[config.mk]
export PLATFORM = sky130hd
export DESIGN_NAME = spi_bus_arbiter
export DESIGN_NICKNAME = d
export VERILOG_FILES = /design/src/rtl/spi_bus_arbiter.sv
export SDC_FILE = /design/constraint.sdc
export NUM_CORES = 1
export LEC_CHECK = 0
export ABC_CLOCK_PERIOD_IN_PS = 2220
export CAP_MARGIN = 10
export CORE_MARGIN = 4
export CORE_UTILIZATION = 32
export DETAILED_ROUTE_END_ITERATION = 12
export PLACE_DENSITY_LB_ADDON = 0.08
export SYNTH_ARGS = -nofsm -noshare
export SYNTH_HDL_FRONTEND = slang
export SYNTH_SLANG_ARGS = --single-unit
export TNS_END_PERCENT = 10
[constraint.sdc]
create_clock -name clk -period 2.22 [get_ports clk]
set_input_delay 0.666 -clock clk [delete_from_list [all_inputs] [get_ports clk]]
set_output_delay 0.666 -clock clk [all_outputs]
set_load 0.05 [all_outputs]
[src/rtl/spi_bus_arbiter.sv]
// Arbitrates two byte requesters (OLED command sequencer, frame-buffer streamer)
// onto a single SpiMaster, with fixed cmd priority, per-owner lock and a done timeout.
module spi_bus_arbiter #(
  parameter int TIMEOUT_CYCLES = 1023
) (
  input  logic       clk,
  input  logic       reset,
  input  logic       cmd_req,
  input  logic [7:0] cmd_byte,
  input  logic       cmd_dc,
  input  logic       cmd_lock,
  output logic       cmd_ack,
  input  logic       pix_req,
  input  logic [7:0] pix_byte,
  input  logic       pix_dc,
  input  logic       pix_lock,
  output logic       pix_ack,
  output logic       spi_start,
  output logic [7:0] spi_data,
  input  logic       spi_done,
  output logic       dc,
  output logic [1:0] owner,
  output logic       timeout_err
);

  localparam int CNT_W = ($clog2(TIMEOUT_CYCLES + 1) > 10) ? $clog2(TIMEOUT_CYCLES + 1) : 10;

  localparam logic [1:0] IDLE  = 2'd0;
  localparam logic [1:0] ISSUE = 2'd1;
  localparam logic [1:0] WAIT  = 2'd2;
  localparam logic [1:0] HOLD  = 2'd3;

  localparam logic [1:0] OWN_NONE = 2'b00;
  localparam logic [1:0] OWN_CMD  = 2'b01;
  localparam logic [1:0] OWN_PIX  = 2'b10;

  logic [1:0]       state, state_nxt;
  logic [CNT_W-1:0] wait_cnt;
  logic             owner_req, owner_lock;
  logic             grant_cmd, grant_pix;
  logic             timeout_hit;

  assign owner_req  = (owner == OWN_PIX) ? pix_req  : cmd_req;
  assign owner_lock = (owner == OWN_PIX) ? pix_lock : cmd_lock;

  assign timeout_hit = (state == WAIT) && !spi_done &&
                       (wait_cnt == CNT_W'(TIMEOUT_CYCLES - 1));

  // Acks are Mealy outputs so a request seen in IDLE is acked in that same cycle;
  // gating with reset keeps them low while reset holds the FSM in IDLE.
  always_comb begin
    // NOTE: every always_comb output gets a default first, so no path can infer a latch.
    grant_cmd = 1'b0;
    grant_pix = 1'b0;
    if (!reset) begin
      case (state)
        IDLE: begin
          if (cmd_req)      grant_cmd = 1'b1;
          else if (pix_req) grant_pix = 1'b1;
        end
        HOLD: begin
          grant_cmd = owner_req && (owner == OWN_CMD);
          grant_pix = owner_req && (owner == OWN_PIX);
        end
        default: ;
      endcase
    end
  end

  assign cmd_ack   = grant_cmd;
  assign pix_ack   = grant_pix;
  assign spi_start = (state == ISSUE);

  always_comb begin
    state_nxt = state;
    case (state)
      IDLE:  if (grant_cmd || grant_pix) state_nxt = ISSUE;
      ISSUE: state_nxt = WAIT;
      WAIT: begin
        if (spi_done)         state_nxt = owner_lock ? HOLD : IDLE;
        else if (timeout_hit) state_nxt = IDLE;
      end
      HOLD: begin
        if (owner_req)        state_nxt = ISSUE;
        else if (!owner_lock) state_nxt = IDLE;
      end
      default: state_nxt = IDLE;
    endcase
  end

  // NOTE: sequential state uses non-blocking assignments so every register samples pre-edge values.
  always_ff @(posedge clk or posedge reset) begin
    // NOTE: every register, including the wait counter, has an explicit reset value; nothing powers up unknown.
    if (reset) begin
      state       <= IDLE;
      spi_data    <= 8'h00;
      dc          <= 1'b0;
      owner       <= OWN_NONE;
      timeout_err <= 1'b0;
      wait_cnt    <= '0;
    end else begin
      state <= state_nxt;

      if (grant_cmd) begin
        spi_data <= cmd_byte;
        dc       <= cmd_dc;
        owner    <= OWN_CMD;
      end else if (grant_pix) begin
        spi_data <= pix_byte;
        dc       <= pix_dc;
        owner    <= OWN_PIX;
      end else if (state_nxt == IDLE) begin
        owner <= OWN_NONE;
      end

      if (timeout_hit) timeout_err <= 1'b1;

      // Cleared in ISSUE so it reads zero on the first WAIT cycle.
      if (state == ISSUE)     wait_cnt <= '0;
      else if (state == WAIT) wait_cnt <= wait_cnt + 1'b1;
    end
  end

endmodule

==> results.md <==
* RSZ-0062 raised after global routing: true
* Critical Path Stages at 3
* Count of final setup violators at 0
* Post-Route WL at 3572 um
* GRT overflow at 0
* Slew headroom at 0.6520
* Final period utilization at 0.9948
* Peak VDD IR at 0.0006878 V
* Post-route cell area at 2043 um^2
* Remaining DRCs at 0
* R2R cell count at 6
* Worst-skew pair later-pin latency at 0.26 ns
* Crit. Startpoint: pix_req
* Clk_skew at 0.003565 ns
* Cell count of the worst hold path at 1
* Worst Tran Pin Value at 0.5204 ns
* Clock Pin Slew Worst Setup and Hold Paths at 0.08 ns
* Final hold violation count at 0
* Most common cell after layout, fill and taps aside: clkdlybuf4s50_1
* Clock root buffer: clkbuf_8
* Diodes inserted at 0
* First-pass GRT wire length at 6092 um
* Worst Min Path Start: timeout_err
* Reg2reg start: owner[0]
* Asr flop ratio synth at 1.000
* Die ar. at 5340 um^2
* Internal at 1.485 mW
* Starting Density at 0.3340
* Post-synthesis average cell area at 10.11 um^2
* Delay-heaviest family, CP: buffers and inverters
* Nets at 221
* Starting DRT DRC Count at 68
* # IOs at 40
* DR WL/cell at 15.01 um
* First-pass DRT Iterations at 4
* Logic pwr share at 0.642
* Ys flop type: dfrtp_1
* Pwr Total at 2.762 mW
* Tmin final at 2.208 ns
* Synth Register Bits at 24
* Routability cong. at 0.7756
* CTS Buffer Depth at 2
* Dpl cell area at ~1900 um^2
* Buf/Inv on CP at 2
* # clock sinks at 24
* Vias in the first global route at 1300
* Leading cell types in the layout, fill and taps excluded: 32 x clkdlybuf4s50_1, 22 x dfrtp_1, 18 x buf_4
* Port bufs at 39
* Layout cells sized above 1 at 0.2394
* Largest net degree at the start of global routing at 25
* Status: finished, final reports clean
* TritonCTS clock tree: done
* CP max stage cell: clkdlybuf4s50_1
* Worst setup EP type: output pin
* DPL Wire Length at between 2000 and 3000 um
* Slowest stage delay, CP at 0.51 ns
* Number of distinct library cells after synthesis at 40
* FILL cells at 351
* Clock Power Share at 0.091
* Final Max Tran Viols at 0
* Worst endpoint required time at 1.55 ns
* Yosys warning count at 0
* Cell count after synthesis at between 100 and 150
* CP cell instances: clkdlybuf4s50_1 > and3_1 > buf_12
* Antenna violations before repair at 0
* Die Span Y at 73.08 um
* Via density at 5.197
* Count of hold-fix buffers inserted at cts at 0
* Crit path launch type: primary input
* Core area at a little over 4000 um^2
* CP max FO at 4
* Setup CP Type: in -> out
* MaxCap Viol Count at 0
* Die X at 73.08 um
* Net Sw Frac at 0.4623
* CTS HTree Levels at 1
* Number of flops mapped to enable cells by yosys at 0
* Worst hold-check path type: reg -> reg
* Seq/Total Area, Yosys at 0.4432
* Global Route Usage Sum at 0.1481
* PD cells at 1352 nW/um^2
* Worst endpoint data arrival time at 1.54 ns
* Total vias in the final route at 1237
* Reg power frac at 0.266
* Fmax achieved at 0.4528 GHz
* CTS Buf Count at 3
* Post-route ant nets at 0
* Row cnt at 23
* P_leak at 0.8444 nW
* Area growth syn-to-layout at 50.78%
* Syn nets at 165
* Mapped cell area at 1355 um^2
* NetSw at 1.277 mW
==> cell usage after synthesis (2+ instances only) <==
cell	instances	share of area
or3_1	2	0.0092
a21oi_1	7	0.026
clkbuf_1	4	0.011
a31oi_1	2	0.0092
and2_1	2	0.0092
dfrtp_1	24	0.44
and3_1	2	0.0092
xnor2_1	2	0.013
nand3_1	4	0.015
nand2b_1	3	0.014
nand4b_1	2	0.013
o21ai_0	6	0.022
nor3_1	2	0.0074
nor2_1	7	0.019
nand4_1	2	0.0092
a221oi_1	2	0.013
nor2b_1	10	0.046
ha_1	6	0.055
nand2_1	6	0.017
o2bb2ai_1	3	0.019
inv_1	9	0.025
a221o_1	9	0.066
==> metrics by stage <==
step	setup TNS [ns]	util	hold WS [ns]	setup WS, ns	cells
floorplan	0	-	0.4816	0.007084	134
global placement	-1.165	0.4690	0.4589	-0.1382	228
detailed placement	-1.612	0.4690	0.4670	-0.2094	228
CTS	0	0.4906	0.4898	0.0003804	235
global route	-0.01164	0.5035	0.5322	-0.01164	238
finish	0	0.5035	0.4844	0.01155	238
==> metal layers <==
metal  GRT usage  up-vias  routed length [um]
li1            -      606                   -
met5           0        -                   0
met3     0.04683        6                 214
met2      0.2393       34                1682
met4     0.05533        0                  59
met1      0.1834      591                1614
==> flip-flops by register name, summed over array words and instances, names as in the netlist <==
name         cells
wait_cnt        10
dc               1
timeout_err      1
owner            2
state            2
spi_data         8
==> timing repair <==
item,CTS,global route
setup endpoints to repair,2,3
pin swaps,3,4
gates resized for setup,9,9
setup buffers,4,3
==> path summary, 6_finish.rpt <==
path                               end  slack (ns)
min in group asynchronous  spi_data[7]        0.75
min                        timeout_err        0.48
max                            pix_ack        0.01
min reg2reg                timeout_err        0.48
max reg2reg                   owner[1]        0.31
max in group asynchronous     state[1]        1.19
==> logic make-up (layout without fill, tap and decap cells) <==
logic type / after synthesis / count (layout) / share of synthesized area
fa+ha+maj: 6 / 6 / 0.05540
simple gates: 46 / 46 / 0.2031
compound gates: 39 / 39 / 0.2198
buf+inv: 14 / 68 / 0.03970
mux: 2 / 2 / 0.01939
flops: 24 / 24 / 0.4432
xor+xnor: 3 / 3 / 0.01939
==> final cells by class <==
| cell class | instances | area (um^2) | share of cell area |
|---|---|---|---|
| clock buffers | 3 | 41.29 | 0.02021 |
| inverters | 9 | 33.78 | 0.01653 |
| multi-input cells | 96 | 749.5 | 0.3668 |
| flip-flops and latches | 24 | 603.1 | 0.2952 |
| well taps | 50 | 62.56 | 0.03062 |
| repair buffers | 56 | 553.0 | 0.2707 |
==> power by group through the flow <==
stage               sequential, mW  clock [mW]  combinational, mW
floorplan                     1.04           0              0.738
global placement             0.732           0               1.61
detailed placement           0.733           0               1.63
CTS                          0.734       0.264               1.70
global route                 0.759       0.288               1.93
finish                       0.735       0.252               1.77
==> worst register-to-register path, delay by kind of cell, from the launching register on <==
family | cells | cell delay, ns
AOI/OAI and AO/OA | 3 | 0.37
DFF | 1 | 0.45
muxes | 1 | 0.31
and+or+nand+nor | 2 | 0.69
(Power assumes the default switching activity.)
